<file path="src/rtl/interlaken_test_sequencer.sv">
`default_nettype none
// ============================================================================
// Module      : interlaken_test_sequencer
// Description : Multi-core, multi-round test sequencer for the Interlaken
//               loopback top. It aggregates the status of NUM_CORES cores and
//               drives their shared reset, packet restart and pm tick. It runs
//               NUM_ROUNDS send/receive rounds, with per-state timeouts and
//               failure capture.
//               Optional debug event stream: define INTERLAKEN_SEQ_EVENT_EN.
//               With the macro undefined, event_valid/event_code are tied to 0.
// Revision    : 1.0 - initial release
// ============================================================================
module interlaken_test_sequencer #(
  parameter int NUM_CORES         = 2,
  parameter int NUM_ROUNDS        = 2,
  parameter int RESET_HOLD_CYCLES = 4,
  parameter int TIMEOUT_CYCLES    = 1048576
) (
  input  logic                 init_clk,
  input  logic                 clk_reset,
  input  logic [NUM_CORES-1:0] core_gt_locked,
  input  logic [NUM_CORES-1:0] core_rx_aligned,
  input  logic [NUM_CORES-1:0] core_tx_done,
  input  logic [NUM_CORES-1:0] core_tx_busy,
  input  logic [NUM_CORES-1:0] core_tx_fail,
  input  logic [NUM_CORES-1:0] core_rx_done,
  input  logic [NUM_CORES-1:0] core_rx_busy,
  input  logic [NUM_CORES-1:0] core_rx_failed,
  output logic                 sys_reset,
  output logic                 tx_rx_restart,
  output logic                 pm_tick,
  output logic [3:0]           state_out,
  output logic [7:0]           round_idx,
  output logic                 test_pass,
  output logic                 test_fail,
  output logic [2:0]           fail_code,
  output logic [3:0]           fail_state,
  output logic                 event_valid,
  output logic [3:0]           event_code
);

  typedef enum logic [3:0] {
    ST_RESET_HOLD     = 4'd0,
    ST_GT_LOCK_WAIT   = 4'd1,
    ST_RX_ALIGN_WAIT  = 4'd2,
    ST_PACKET_SEND    = 4'd3,
    ST_PACKET_RECEIVE = 4'd4,
    ST_IDLE_WAIT      = 4'd5,
    ST_RESTART        = 4'd6,
    ST_BUSY_WAIT      = 4'd7,
    ST_DONE           = 4'd8,
    ST_FAIL           = 4'd9
  } state_t;

  localparam logic [31:0] HOLD_LAST    = 32'(RESET_HOLD_CYCLES - 1);
  localparam logic [31:0] TIMEOUT_LAST = 32'(TIMEOUT_CYCLES - 1);
  localparam logic [7:0]  LAST_ROUND   = 8'(NUM_ROUNDS - 1);

  state_t      state;
  logic [31:0] timer;

  logic all_gt_locked, all_rx_aligned, all_tx_done, all_rx_done;
  logic any_tx_fail, any_rx_failed, cores_idle, cores_busy;

  assign all_gt_locked  = &core_gt_locked;
  assign all_rx_aligned = &core_rx_aligned;
  assign all_tx_done    = &core_tx_done;
  assign all_rx_done    = &core_rx_done;
  assign any_tx_fail    = |core_tx_fail;
  assign any_rx_failed  = |core_rx_failed;
  assign cores_idle     = ~(|core_tx_busy) & ~(|core_rx_busy);
  assign cores_busy     = (&core_tx_busy) & (&core_rx_busy);

  logic in_check_window;
  logic in_timed_state;
  assign in_check_window = (state >= ST_PACKET_SEND) && (state <= ST_BUSY_WAIT);
  assign in_timed_state  = (state >= ST_GT_LOCK_WAIT) && (state <= ST_BUSY_WAIT);

  logic   advance;
  state_t adv_state;

  // Normal forward condition and destination for the current state.
  always_comb begin
    advance   = 1'b0;
    adv_state = state;
    case (state)
      ST_RESET_HOLD:     begin advance = (timer == HOLD_LAST); adv_state = ST_GT_LOCK_WAIT;   end
      ST_GT_LOCK_WAIT:   begin advance = all_gt_locked;        adv_state = ST_RX_ALIGN_WAIT;  end
      ST_RX_ALIGN_WAIT:  begin advance = all_rx_aligned;       adv_state = ST_PACKET_SEND;    end
      ST_PACKET_SEND:    begin advance = all_tx_done;          adv_state = ST_PACKET_RECEIVE; end
      ST_PACKET_RECEIVE: begin advance = all_rx_done;          adv_state = ST_IDLE_WAIT;      end
      ST_IDLE_WAIT: begin
        advance   = cores_idle;
        adv_state = (round_idx == LAST_ROUND) ? ST_DONE : ST_RESTART;
      end
      ST_RESTART:        begin advance = 1'b1;                 adv_state = ST_BUSY_WAIT;      end
      ST_BUSY_WAIT:      begin advance = cores_busy;           adv_state = ST_PACKET_SEND;    end
      default:           begin advance = 1'b0;                 adv_state = state;             end
    endcase
  end

  logic       go;
  state_t     next_state;
  logic [2:0] next_code;

  // Failure checks outrank the forward move; the forward move outranks timeout.
  always_comb begin
    go         = 1'b0;
    next_state = state;
    next_code  = 3'd0;
    if (in_check_window && any_tx_fail) begin
      go = 1'b1; next_state = ST_FAIL; next_code = 3'd1;
    end else if (in_check_window && any_rx_failed) begin
      go = 1'b1; next_state = ST_FAIL; next_code = 3'd2;
    end else if (in_check_window && !all_rx_aligned) begin
      go = 1'b1; next_state = ST_FAIL; next_code = 3'd4;
    end else if (advance) begin
      go = 1'b1; next_state = adv_state;
    end else if (in_timed_state && (timer == TIMEOUT_LAST)) begin
      go = 1'b1; next_state = ST_FAIL; next_code = 3'd3;
    end
  end

  // Sequencer state, dwell timer and all registered status outputs.
  always_ff @(posedge init_clk) begin
    if (clk_reset) begin
      state         <= ST_RESET_HOLD;
      timer         <= '0;
      sys_reset     <= 1'b1;
      tx_rx_restart <= 1'b0;
      pm_tick       <= 1'b0;
      round_idx     <= 8'd0;
      test_pass     <= 1'b0;
      test_fail     <= 1'b0;
      fail_code     <= 3'd0;
      fail_state    <= 4'd0;
    end else begin
      tx_rx_restart <= go && (next_state == ST_RESTART);
      pm_tick       <= go && (state == ST_PACKET_RECEIVE) && (next_state == ST_IDLE_WAIT);
      if (go) begin
        state <= next_state;
        timer <= '0;
        if (next_state == ST_GT_LOCK_WAIT) sys_reset <= 1'b0;
        if (next_state == ST_DONE) test_pass <= 1'b1;
        if (next_state == ST_FAIL) begin
          test_fail  <= 1'b1;
          fail_code  <= next_code;
          fail_state <= state;
        end
        if ((state == ST_BUSY_WAIT) && (next_state == ST_PACKET_SEND) && (round_idx != LAST_ROUND))
          round_idx <= round_idx + 8'd1;
      end else if (timer != '1) begin
        timer <= timer + 32'd1;
      end
    end
  end

  assign state_out = state;

`ifdef INTERLAKEN_SEQ_EVENT_EN
  logic [3:0] ev_code_next;

  // Event identifier for the transition being taken this cycle.
  always_comb begin
    ev_code_next = 4'd0;
    case (next_state)
      ST_PACKET_SEND: ev_code_next = (state == ST_BUSY_WAIT) ? 4'd8 : 4'd3;
      ST_DONE:        ev_code_next = 4'd9;
      ST_FAIL:        ev_code_next = 4'd10;
      default:        ev_code_next = next_state;
    endcase
  end

  // One strobe per state transition, carrying its identifier.
  always_ff @(posedge init_clk) begin
    if (clk_reset) begin
      event_valid <= 1'b0;
      event_code  <= 4'd0;
    end else begin
      event_valid <= go;
      event_code  <= go ? ev_code_next : 4'd0;
    end
  end
`else
  assign event_valid = 1'b0;
  assign event_code  = 4'd0;
`endif

endmodule
`default_nettype wire

</file>
<file path="config.mk">
export PLATFORM = sky130hd
export DESIGN_NAME = interlaken_test_sequencer
export DESIGN_NICKNAME = d
export VERILOG_FILES = /design/src/rtl/interlaken_test_sequencer.sv
export SDC_FILE = /design/constraint.sdc
export NUM_CORES = 1
export LEC_CHECK = 0
export ABC_AREA = 0
export ABC_CLOCK_PERIOD_IN_PS = 3700
export BUFFER_PORTS_ARGS = -buffer_cell sky130_fd_sc_hd__buf_2
export CAP_MARGIN = 30
export CORE_UTILIZATION = 31
export CTS_CLUSTER_SIZE = 16
export DETAILED_ROUTE_END_ITERATION = 10
export SETUP_SLACK_MARGIN = 0.5
export SLEW_MARGIN = 40
export SYNTH_ARGS = -nofsm -noshare
export SYNTH_HDL_FRONTEND = slang
export SYNTH_SLANG_ARGS = --single-unit
</file>
<file path="constraint.sdc">
create_clock -name init_clk -period 3.7 [get_ports init_clk]
set_input_delay 0.555 -clock init_clk [delete_from_list [all_inputs] [get_ports init_clk]]
set_output_delay 0.555 -clock init_clk [all_outputs]
set_load 0.02 [all_outputs]
</file>
Yosys cells after proc, flatten, opt, wreduce, memory -nomap -nowiden
Index checks and enable logic that the tools add are counted.
- $add $sub $neg: 2
- $lt $le $gt $ge: 3
- equal/unequal tests: 18
- multiplexer cells: 18
- bitwise gates (word level): 4
- reductions and logical operators: 29
- operators by type and width (cell ; number):
    $add 32x1->32 const B ; 1
    $eq 32x2->1 const B ; 1
    $eq 32x20->1 const B ; 1
    $ne 32x32->1 const B ; 1
    $pmux 4 s7 ; 1
    $eq 4x3->1 const B ; 6
    $mux 4 ; 6
    $reduce_and 2->1 ; 10
    $eq 4x2->1 const B ; 3
    $reduce_or 2->1 ; 6
    $logic_and 1x1->1 ; 11
    $mux 3 ; 3
    $add 8x1->8 const B ; 1
    $eq 4x1->1 const B ; 2
    $eq 4x4->1 const B ; 2
    $eq 8x1->1 const B ; 1
    $ne 8x1->1 const B ; 1
    $pmux 1 s8 ; 1
    $mux 1 ; 5
    $ge 4x1->1 const B ; 1
    $ge 4x2->1 const B ; 1
    $le 4x3->1 const B ; 1
    $logic_not 4->1 ; 1
    $mux 2 ; 2
    other kinds (3) ; 5
- bits in registers: 56
- input port bits: 18
- output and inout port bits: 29

Longest topological paths before layout
Gate-level depths: netlist of the first run.
- word-level depth: 12
- gate-level depth with buffers: 10
- gate-level depth less buffers: 8

Worst setup path before layout of the first run
OpenSTA, ideal clock, no wires.
- kind: reg-to-reg
- start point: register state[2] (netlist: state_out[2])
- end point: register timer[19]
- library setup time: 66 ps
- arrival time: 2224 ps
- required time: 3634 ps
- path slack: 1410 ps
- cell stages (with the launch flop): 11
- buffers on the path: 4
- period minus slack after synthesis: 2290 ps
- cell sequence: dfxtp_1 buf_2 nor4_1 and4_1 and4_1 or3_1 buf_2 or3_1 buf_2 buf_6 a21oi_2
- longest elaborated chain between the ends: 9
- elaborated cells between the ends (all ways): 24
- ends and longest elaborated chain (what ; line ; text):
    start: declaration ; 59 ; state_t state;
    start signal: assignment ; 141 ; state <= next_state;
    $ge 4x1->1 / $le 4x3->1 (equally long branches) ; 77, 76 ;
    $logic_and 1x1->1 ; 77 ; assign in_timed_state = (state >= ST_GT_LOCK_WAIT) && (state <= ST_BUSY_WAIT);
    $logic_and 1x1->1 ; 119 ; end else if (in_timed_state && (timer == TIMEOUT_LAST)) begin
    $mux 1 ; 119 ;
    $mux 1 ; 117 ; end else if (advance) begin
    $mux 1 ; 115 ; end else if (in_check_window && !all_rx_aligned) begin
    $mux 1 ; 113 ; end else if (in_check_window && any_rx_failed) begin
    $mux 1 (*) ; 111 ; if (in_check_window && any_tx_fail) begin
    $reduce_or 2->1 (no source line) (*) ; - ;
    end signal: assignment ; 153 ; timer <= timer + 32'd1;
    end: declaration ; 60 ; logic [31:0] timer;
Mark *: on every way between the ends. The rest lies on a longest branch, timed or not.
A chain may end at the register's enable or synchronous reset.

Worst setup path in the final report of the first run
- start point: register state[1] (netlist: state_out[1])
- end point: register timer[2]
Same word-level chain as after synthesis.

==> flow_metrics.py, run 1 <==
metrics = {
    "clocking": {
        "cts_hold_buf": 0,
        "clock_latency_ns": 0.31,
        "tritoncts": "done",
        "cts-buffers-inserted": 5,
        "h-tree-depth": 2,
        "post-cts-setup-buffers": 0,
        "cts_root_buffer": "clkbuf_8",
        "clkTransAtPathRegs_ns": 0.10,
        "cts_resized": 0,
        "numClockSinks": 56,
        "clockBufferDepth": 2,
    },
    "critical_path": {
        "cpLargestDelayFamily": "simple AND/OR/NAND/NOR gates",
        "start_kind": "flop",
        "crit_buf_inv": 1,
        "critPathRequiredTime_ns": 3.94,
        "crit_type": "flop to flop",
        "crit_fanout": 32,
        "crit_path_top_delay_cell": "dfxtp_1",
        "slowest_delay_ns": 0.63,
        "critPathArrivalTime_ns": 2.89,
        "critical_path.most_common_cell": "or3_1",
        "cp-end-kind": "flop",
        "cp_cell_sequence": "nand2b_1 -> o21ai_1 -> o21a_1 -> or3_1 -> or3_1 -> buf_4 -> nor3_1",
    },
    "yosys": {
        "synth_common_cells": "dfxtp_1, nor2_1, xnor2_1, nor3_1, nand2_1",
        "synthArstFlopShare_pct": 0,
        "ys_seq_elements": 56,
        "ys.warnings.count": 0,
        "synth_area_leaders": "dfxtp_1, xnor2_1, nor2_1",
        "synthCells": 350,
        "avgSynthCellArea_um2": 8.40,
        "synth_top_cell_area_share_pct": 38.1,
        "ys_types": 53,
        "synth_edf_count": 0,
        "yosysSeqAreaShare_pct": 38.1,
        "yosys.cell_count.top_type": "dfxtp_1",
        "syn_area_um2": 2940,
        "synth_largest_area_cell": "dfxtp_1",
        "synthFlopType": "dfxtp_1",
    },
    "sta": {
        "worst_pin_slew_ns": 0.734,
        "drv_slew": 0,
        "timing.setup.tns_ns": 0,
        "fin_skew_ns": 0.0127,
        "max_freq_ghz": 0.378,
        "fin_crit_ns": 2.65,
        "hold_viol": 0,
        "period_share_pct": 71.6,
        "slew_headroom_pct": 50.8,
        "setup_viol": 0,
        "rsz0062_at_grt": "false",
    },
    "power_and_ir_drop": {
        "irDropWorstVdd_mv": 0.146,
        "power_frac_comb_pct": 8.5,
        "p_clk_share_pct": 32.8,
        "power_switching_uw": 272,
        "internal_power_uw": 796,
        "power_frac_seq_pct": 58.8,
        "leakage_uw": 0.00115,
        "power_density_nw_per_um2": 325,
        "switching_share_pct": 25.5,
    },
    "layout": {
        "final_util_pct": 35.7,
        "final_nets": 403,
        "antenna_cells": 0,
        "synthToLayoutAreaGrowth_pct": 11.6,
        "drive_above_1_share_pct": 17.5,
        "fill_cells": 962,
    },
    "worst_hold_path": {
        "hold_class": "flop to flop",
    },
    "routing": {
        "drcViolationCount": 0,
        "drt_iter0_markers": 78,
        "route.vias.total": 2543,
        "ant_nets": 0,
        "routed_wire_length_per_instance_um": 13.1,
        "via_per_inst": 5.15,
        "first_pass_iters": 4,
        "wl_um": 6490,
    },
    "placed_design": {
        "place.gp.congestion": 0.804,
        "portBuffers": 41,
        "dpl.hpwl_um": 4610,
    },
    "floorplan": {
        "die_y_um": 99.4,
        "rows": 35,
        "die_area_um2": 9880,
        "dieWidth_um": 99.4,
        "core_area_um2": 9200,
        "ioPinCount": 47,
        "start_util_pct": 32.0,
    },
    "global_route": {
        "antenna_found_initial": 0,
        "track_usage_pct": 14.0,
        "grt_overflow_total": 0,
        "grt_pass1_wl_um": 11200,
        "grt_pass1_vias": 2367,
        "grt_max_degree": 33,
    },
    "run_status": {
        "status": "completed",
    },
    "run": {
        "max-cap-violations": 0,
    },
}
-- power groups by stage --
stage	combinational [uW]	clock [uW]	sequential, uW
floorplan	77.9	0	637
global placement	88.1	0	641
detailed placement	91.3	0	642
CTS	92.0	368	628
global route	102	389	630
finish	90.4	350	628
-- worst paths after layout --
kind	startpoint	end	slack, ns	cells after the start
setup / recovery	state_out[1]$_SDFFE_PP0P_	timer[2]$_SDFFE_PP0P_	1.05	7
hold / removal	test_pass$_SDFFE_PP0P_	test_pass$_SDFFE_PP0P_	0.45	2
setup reg to reg	state_out[1]$_SDFFE_PP0P_	timer[2]$_SDFFE_PP0P_	1.05	7
hold reg to reg	test_pass$_SDFFE_PP0P_	test_pass$_SDFFE_PP0P_	0.45	2
-- layout by cell type, fill, tap and decap left out, types with 12 or more instances in the layout --
cell,n
or3_1,12
nand3_1,16
buf_2,41
xnor2_1,24
nor2_1,50
dfxtp_1,56
a21oi_1,15
nor4_1,16
nand2_1,19
nor3_1,20
-- final cells by class --
| cell class | instances | area, um2 | share of cell area (%) |
|---|---|---|---|
| multi-input cells | 269 | 1680 | 51.3 |
| repair buffers | 43 | 220 | 6.71 |
| flip-flops and latches | 56 | 1120 | 34.1 |
| clock buffers | 7 | 86.3 | 2.63 |
| inverters | 7 | 26.3 | 0.800 |
| clock inverters | 1 | 7.51 | 0.229 |
| well taps | 111 | 139 | 4.23 |
-- through the flow --
step | cells | hold WS [ns] | power, uW | area [um2] | setup WS (ns)
after floorplan | 354 | 0.482 | 715 | 2960 | 1.41
after global placement | 486 | 0.433 | 729 | 3180 | 0.977
after detailed placement | 486 | 0.440 | 733 | 3190 | 0.969
after CTS | 494 | 0.457 | 1090 | 3280 | 1.03
after global routing | 494 | 0.497 | 1120 | 3280 | 0.793
final | 494 | 0.452 | 1070 | 3280 | 1.05
-- per-layer routing --
| layer | global-route usage [%] | vias up | share of wire [%] |
|---|---|---|---|
| li1 | - | 1314 | - |
| met1 | 18.3 | 1174 | 49 |
| met2 | 23.1 | 48 | 46 |
| met3 | 2.60 | 7 | 3.9 |
| met4 | 4.41 | 0 | 1.1 |
| met5 | 0 | - | 0 |
-- flip-flops by register name, summed over array words and instances (netlist names) --
| name | flops |
|---|---|
| timer | 32 |
| round_idx | 8 |
| fail_state | 4 |
| state_out | 4 |
| fail_code | 3 |
| pm_tick | 1 |
| sys_reset | 1 |
| test_fail | 1 |
| test_pass | 1 |
| tx_rx_restart | 1 |
-- worst reg2reg max path: cells and delay by family (launching register included) --
| family | cells | cell delay [ns] |
|---|---|---|
| buf+inv | 1 | 0.25 |
| compound gates | 2 | 0.36 |
| simple gates | 4 | 1.34 |
| flops | 1 | 0.63 |
-- kinds of logic after synthesis --
kind of cell / after synthesis / synth area share (%)
AOI/OAI and AO/OA: 45 / 9.95
xor gates and xnor gates: 28 / 8.34
adders and majority gates: 3 / 1.28
buffers and inverters: 29 / 5.66
DFF: 56 / 38.1
muxes: 6 / 2.13
other: 1 / 0.127
and+or+nand+nor: 182 / 34.4
No activity file was read; power rests on OpenSTA's default activity.
==> run 2: changes to the inputs <==
--- a/config.mk
+++ b/config.mk
@@ -6,7 +6,7 @@
 export NUM_CORES = 1
 export LEC_CHECK = 0
 export ABC_AREA = 0
-export ABC_CLOCK_PERIOD_IN_PS = 3700
+export ABC_CLOCK_PERIOD_IN_PS = 2500
 export BUFFER_PORTS_ARGS = -buffer_cell sky130_fd_sc_hd__buf_2
 export CAP_MARGIN = 30
 export CORE_UTILIZATION = 31
==> constraint.sdc (replaced) <==
create_clock -name init_clk -period 2.5 [get_ports init_clk]
set_input_delay 0.375 -clock init_clk [delete_from_list [all_inputs] [get_ports init_clk]]
set_output_delay 0.375 -clock init_clk [all_outputs]
set_load 0.02 [all_outputs]
==> run 2 against run 1 <==
Against the previous run:
- worst setup slack got worse by 0.70 ns
- sequential share of layout area fell by 6.7 points
- routed wire length rose by 27%
- clock power rose by 82%
==> flow_metrics.py, run 2 (synthesis results as in run 1) <==
metrics = {
    "routing": {
        "routed_wire_length_per_instance_um": 15.1,
        "first_pass_iters": 4,
        "ant_nets": 0,
        "wl_um": 8260,
        "route.vias.total": 2872,
        "drcViolationCount": 0,
        "via_per_inst": 5.27,
        "drt_iter0_markers": 160,
    },
    "sta": {
        "period_share_pct": 85.8,
        "hold_viol": 0,
        "drv_slew": 0,
        "rsz0062_at_grt": "true",
        "slew_headroom_pct": 62.1,
        "setup_viol": 0,
        "fin_crit_ns": 2.14,
        "timing.setup.tns_ns": 0,
        "fin_skew_ns": 0.0143,
        "max_freq_ghz": 0.466,
        "worst_pin_slew_ns": 0.568,
    },
    "clocking": {
        "tritoncts": "done",
        "cts_hold_buf": 0,
        "cts-buffers-inserted": 5,
        "numClockSinks": 56,
        "h-tree-depth": 2,
        "clock_latency_ns": 0.31,
        "clockBufferDepth": 2,
        "clkTransAtPathRegs_ns": 0.11,
        "cts_root_buffer": "clkbuf_8",
    },
    "critical_path": {
        "reg2regPathDepth": 8,
        "critPathRequiredTime_ns": 2.74,
        "cp_cell_sequence": "ha_4 -> nor3b_4 -> and4_1 -> and4_4 -> or3_4 -> or3_4 -> buf_12 -> nor3_4",
        "crit_path_top_delay_cell": "or3_4",
        "critical_path.most_common_cell": "or3_4",
        "critPathArrivalTime_ns": 2.38,
        "slowest_delay_ns": 0.43,
        "cp-end-kind": "flop",
        "crit_type": "flop to flop",
        "crit_fanout": 8,
        "start_kind": "flop",
    },
    "floorplan": {
        "core_area_um2": 9200,
        "ioPinCount": 47,
        "rows": 35,
        "dieWidth_um": 99.4,
        "die_area_um2": 9880,
        "die_y_um": 99.4,
        "start_util_pct": 32.0,
    },
    "worst_hold_path": {
        "hold_class": "flop to flop",
        "holdPathStages": 2,
    },
    "layout": {
        "fill_cells": 852,
        "seq_area_um2": 1180,
        "largest_register_ffs": 32,
        "final_nets": 454,
        "final_util_pct": 46.7,
        "mostFrequentLayoutCells": "buf_2, buf_4, dfxtp_1, nor2_1, xnor2_1",
        "synthToLayoutAreaGrowth_pct": 46.1,
        "final_area_um2": 4300,
        "largest_register": "timer",
        "drive_above_1_share_pct": 46.5,
        "final_common_cell": "buf_2",
        "antenna_cells": 0,
        "multi_input_area_um2": 2070,
        "largest_registers": "timer: 32 flops, round_idx: 8 flops",
    },
    "global_route": {
        "grt_overflow_total": 0,
        "grt_pass1_vias": 2509,
        "grt_max_degree": 28,
        "grt_pass1_wl_um": 12100,
        "antenna_found_initial": 0,
        "track_usage_pct": 15.3,
    },
    "run": {
        "max-cap-violations": 0,
    },
    "power_and_ir_drop": {
        "leakage_uw": 0.00155,
        "power_frac_comb_pct": 16.4,
        "power_density_nw_per_um2": 433,
        "irDropWorstVdd_mv": 0.225,
        "power_switching_uw": 482,
        "power_frac_seq_pct": 49.3,
        "switching_share_pct": 25.9,
        "internal_power_uw": 1380,
        "p_clk_share_pct": 34.2,
    },
    "run_status": {
        "status": "completed",
    },
    "placed_design": {
        "dpl-instance-area_um2": 3350,
        "portBuffers": 41,
        "place.gp.congestion": 0.847,
        "dpl.hpwl_um": 5100,
    },
}
run 2: cell types whose count changed in the layout (fill, tap and decap cells not counted), moves of 9 or more:
cell,change
nor2_4,+9
dfxtp_1,-21
dfxtp_4,+13
nor2_2,+10
buf_6,+9
nor2_1,-19
buf_4,+34
run 2: what timing repair did:
action | 4_1_cts | 5_1_grt
gates resized for setup | 54 | 71
setup buffers | 10 | 19
gates cloned | 3 | 2
pin swaps | 20 | 37
endpoints found under the setup margin | 52 | 53
run 2: layout make-up:
class | instances | share of cell area (%)
Tap cell | 111 | 3.23
Clock buffer | 6 | 1.92
Sequential cell | 56 | 27.5
Timing Repair Buffer | 94 | 17.7
Multi-Input combinational cell | 269 | 48.1
Inverter | 7 | 0.612
Clock inverter | 2 | 0.903
run 2: metrics by stage:
step | hold slack [ns] | instances | worst slack [ns] | total power (uW)
2_1_floorplan | 0.482 | 354 | 0.318 | 1070
3_3_place_gp | 0.432 | 503 | 0.132 | 1110
3_5_place_dp | 0.436 | 503 | 0.139 | 1110
4_1_cts | 0.451 | 524 | 0.363 | 1820
5_1_grt | 0.485 | 545 | 0.320 | 1950
6_report | 0.461 | 545 | 0.356 | 1860
run 2: critical path: cells and delay by family, from the launching register on:
kind,cells,cell delay (ns)
buf+inv,1,0.19
flops,1,0.38
simple gates,6,1.32
fa+ha+maj,1,0.18
run 2: worst paths after layout:
check / start / to / slack (ns)
max: timer[0]$_SDFFE_PP0P_ / timer[2]$_SDFFE_PP0P_ / 0.36
min: test_pass$_SDFFE_PP0P_ / test_pass$_SDFFE_PP0P_ / 0.46
max reg2reg: timer[0]$_SDFFE_PP0P_ / timer[2]$_SDFFE_PP0P_ / 0.36
min reg2reg: test_pass$_SDFFE_PP0P_ / test_pass$_SDFFE_PP0P_ / 0.46
run 2: power by group through the flow:
stage | combinational, uW | sequential (uW) | clock, uW
global route | 324 | 922 | 701
CTS | 244 | 926 | 647
global placement | 167 | 942 | 0
detailed placement | 169 | 942 | 0
finish | 306 | 919 | 637
floorplan | 127 | 945 | 0
run 2: routing by layer:
metal	up-vias	track usage [%]	share of wire (%)
met2	68	27.1	51
met5	-	0	0
met4	0	3.73	1.4
met1	1365	19.0	44
met3	10	3.09	3.6
li1	1429	-	-
==> run 3: changes to the inputs <==
--- a/config.mk
+++ b/config.mk
@@ -5,7 +5,7 @@
 export SDC_FILE = /design/constraint.sdc
 export NUM_CORES = 1
 export LEC_CHECK = 0
-export ABC_AREA = 0
+export ABC_AREA = 1
 export ABC_CLOCK_PERIOD_IN_PS = 2500
 export BUFFER_PORTS_ARGS = -buffer_cell sky130_fd_sc_hd__buf_2
 export CAP_MARGIN = 30
==> run 3 against run 2 <==
Against the previous run:
- highest routed layer unchanged
- clock power increased by 3.3%
- critical path type unchanged
- critical endpoint is now timer[31]$_SDFFE_PP0P_
- worst setup slack gained 0.21 ns
- combinational power rose to 6.0 times the previous value
- worst hold slack worse by 0.081 ns
==> flow_metrics.py, run 3 <==
metrics = {
    "run_status": {
        "status": "completed",
    },
    "placed_design": {
        "dpl-instance-area_um2": 3730,
        "dp_slack_ns": 0.247,
        "portBuffers": 41,
        "dpl.hpwl_um": 6410,
        "place.gp.congestion": 0.924,
    },
    "floorplan": {
        "rows": 37,
        "die_area_um2": 11300,
        "ioPinCount": 47,
        "dieWidth_um": 106,
        "core_area_um2": 10400,
        "die_y_um": 106,
        "start_util_pct": 32.3,
    },
    "clocking": {
        "clock_latency_ns": 0.32,
        "tritoncts": "done",
        "numClockSinks": 56,
        "h-tree-depth": 2,
        "clockBufferDepth": 2,
        "clkTransAtPathRegs_ns": 0.10,
        "cts_root_buffer": "clkbuf_8",
        "cts-buffers-inserted": 5,
    },
    "yosys": {
        "synth_common_cells": "nor2_1, nand2_1, dfxtp_1, inv_1, nand3_1",
        "synthCells": 498,
        "ys_seq_elements": 56,
        "yosys.cell_count.top_type": "nor2_1",
        "ys_types": 44,
        "ys.warnings.count": 0,
        "synth_edf_count": 0,
        "synthArstFlopShare_pct": 0,
        "avgSynthCellArea_um2": 6.76,
        "yosysSeqAreaShare_pct": 33.3,
        "synth_top_cell_area_share_pct": 33.3,
        "synth_area_leaders": "dfxtp_1, nor2_1, nand2_1",
        "synth_largest_area_cell": "dfxtp_1",
        "syn_area_um2": 3370,
        "synthFlopType": "dfxtp_1",
    },
    "sta": {
        "fin_skew_ns": 0.00751,
        "setup_viol": 0,
        "max_freq_ghz": 0.516,
        "hold_ws_ns": 0.380,
        "slew_headroom_pct": 60.2,
        "drv_slew": 0,
        "rsz0062_at_grt": "true",
        "hold_viol": 0,
        "worst_pin_slew_ns": 0.592,
        "fin_ws_ns": 0.564,
        "timing.setup.tns_ns": 0,
        "period_share_pct": 77.5,
        "fin_crit_ns": 1.94,
    },
    "global_route": {
        "grt_pass1_vias": 3176,
        "antenna_found_initial": 0,
        "track_usage_pct": 15.6,
        "grt_pass1_wl_um": 14500,
        "grt_max_degree": 17,
        "grt_overflow_total": 0,
    },
    "critical_path": {
        "start_kind": "flop",
        "rr_endpoint": "timer[31]$_SDFFE_PP0P_",
        "critPathArrivalTime_ns": 2.19,
        "crit_fanout": 13,
        "critPathRequiredTime_ns": 2.75,
        "reg2reg_slack_ns": 0.56,
        "cp-end-kind": "flop",
        "crit_type": "flop to flop",
        "r2r_start": "state_out[2]$_SDFFE_PP0P_",
        "reg2regPathDepth": 12,
    },
    "layout": {
        "mostFrequentLayoutCells": "nand2_1, nor2_1, buf_2, inv_1, dfxtp_1",
        "fill_cells": 1049,
        "final_util_pct": 42.3,
        "final_area_um2": 4400,
        "drive_above_1_share_pct": 35.3,
        "final_nets": 586,
        "final_common_cell": "nand2_1",
        "largest_register_ffs": 32,
        "largest_register": "timer",
        "antenna_cells": 0,
        "largest_registers": "timer: 32 flops, round_idx: 8 flops",
        "synthToLayoutAreaGrowth_pct": 30.9,
    },
    "worst_hold_path": {
        "hold_class": "input port to flop",
        "min_to": "state_out[3]$_SDFFE_PP0P_",
        "holdPathStages": 2,
        "min_from": "clk_reset",
    },
    "routing": {
        "first_pass_iters": 5,
        "via_per_inst": 4.83,
        "ant_nets": 0,
        "drcViolationCount": 0,
        "drt_iter0_markers": 181,
        "routed_wire_length_per_instance_um": 12.7,
        "wl_um": 8920,
        "route.vias.total": 3393,
    },
    "run": {
        "max-cap-violations": 0,
    },
    "power_and_ir_drop": {
        "irDropWorstVdd_mv": 0.583,
        "leakage_uw": 0.00182,
        "power_density_nw_per_um2": 805,
    },
}
run 3: cell types whose count changed after synthesis, moves of 10 or more:
cell / change
inv_1: +29
nand2_1: +89
nand3_1: +14
nor2_1: +59
nor4_1: -10
or3_1: -11
xnor2_1: -19
xor2_1: +12
run 3: what timing repair did:
action	in CTS	in global routing
pin swaps	5	33
buffers inserted	4	14
hold buffers	0	0
setup endpoints to repair	50	47
gates cloned	1	0
resized for setup	24	99
run 3: stage by stage:
step / cells / total power, uW
after floorplan: 502 / 2050
after global placement: 675 / 2350
after detailed placement: 675 / 2380
after CTS: 688 / 3190
after global routing: 702 / 3740
final: 702 / 3550
run 3: power by group:
part	internal [uW]	switching, uW	total, uW	leakage (uW)
clock	354	304	658	0.0000645
sequential	972	80.7	1050	0.000468
combinational	667	1170	1830	0.00129
total	1990	1550	3550	0.00182
run 3: layout make-up:
class	count	area (um2)	share of cell area (%)
Sequential cell	56	1180	26.8
Inverter	44	178	4.03
Multi-Input combinational cell	392	2330	53.0
Timing Repair Buffer	66	417	9.46
Clock buffer	7	96.3	2.19
Tap cell	136	170	3.86
Clock inverter	1	30.0	0.682
run 3: logic make-up (layout without fill, tap and decap cells):
kind of cell | count (synthesis) | in the layout | synth area share [%]
xor gates and xnor gates | 21 | 21 | 5.46
adders and majority gates | 3 | 3 | 1.12
other | 1 | 5 | 0.111
and+or+nand+nor | 324 | 325 | 45.7
DFF | 56 | 56 | 33.3
AOI/OAI and AO/OA | 38 | 38 | 6.80
buffers and inverters | 55 | 118 | 7.55
run 3: metal layers:
metal / share of wire [%] / wire (um) / vias to the layer above / global-route usage, %
met5: 0 / 0 / - / 0
met4: 1.1 / 96 / 0 / 4.27
met3: 4.6 / 409 / 8 / 1.96
met2: 46 / 4140 / 90 / 25.0
met1: 48 / 4270 / 1557 / 22.0
li1: - / - / 1738 / -
run 3: critical path, cell delays in order, from the launching register on:
cell and delay, ns:
dfxtp_4 0.40, inv_4 0.08, nor2_1 0.05, nand4_1 0.13, nand2_1 0.09, nor2_2 0.12
nand2_4 0.08, nor2_8 0.17, nand3_4 0.16, inv_8 0.13, nand2_8 0.10, buf_12 0.18
nor3b_2 0.16
run 3: worst max path at each step:
stage | start | to | slack [ns] | cells past startpoint
floorplan | timer[0]$_SDFFE_PP0P_ | round_idx[2]$_SDFFE_PP0P_ | 0.53 | 15
global placement | timer[0]$_SDFFE_PP0P_ | timer[12]$_SDFFE_PP0P_ | 0.30 | 11
detailed placement | timer[0]$_SDFFE_PP0P_ | timer[12]$_SDFFE_PP0P_ | 0.25 | 11
CTS | timer[7]$_SDFFE_PP0P_ | round_idx[4]$_SDFFE_PP0P_ | 0.48 | 12
global route | timer[12]$_SDFFE_PP0P_ | round_idx[5]$_SDFFE_PP0P_ | 0.45 | 13
finish | state_out[2]$_SDFFE_PP0P_ | timer[31]$_SDFFE_PP0P_ | 0.56 | 12
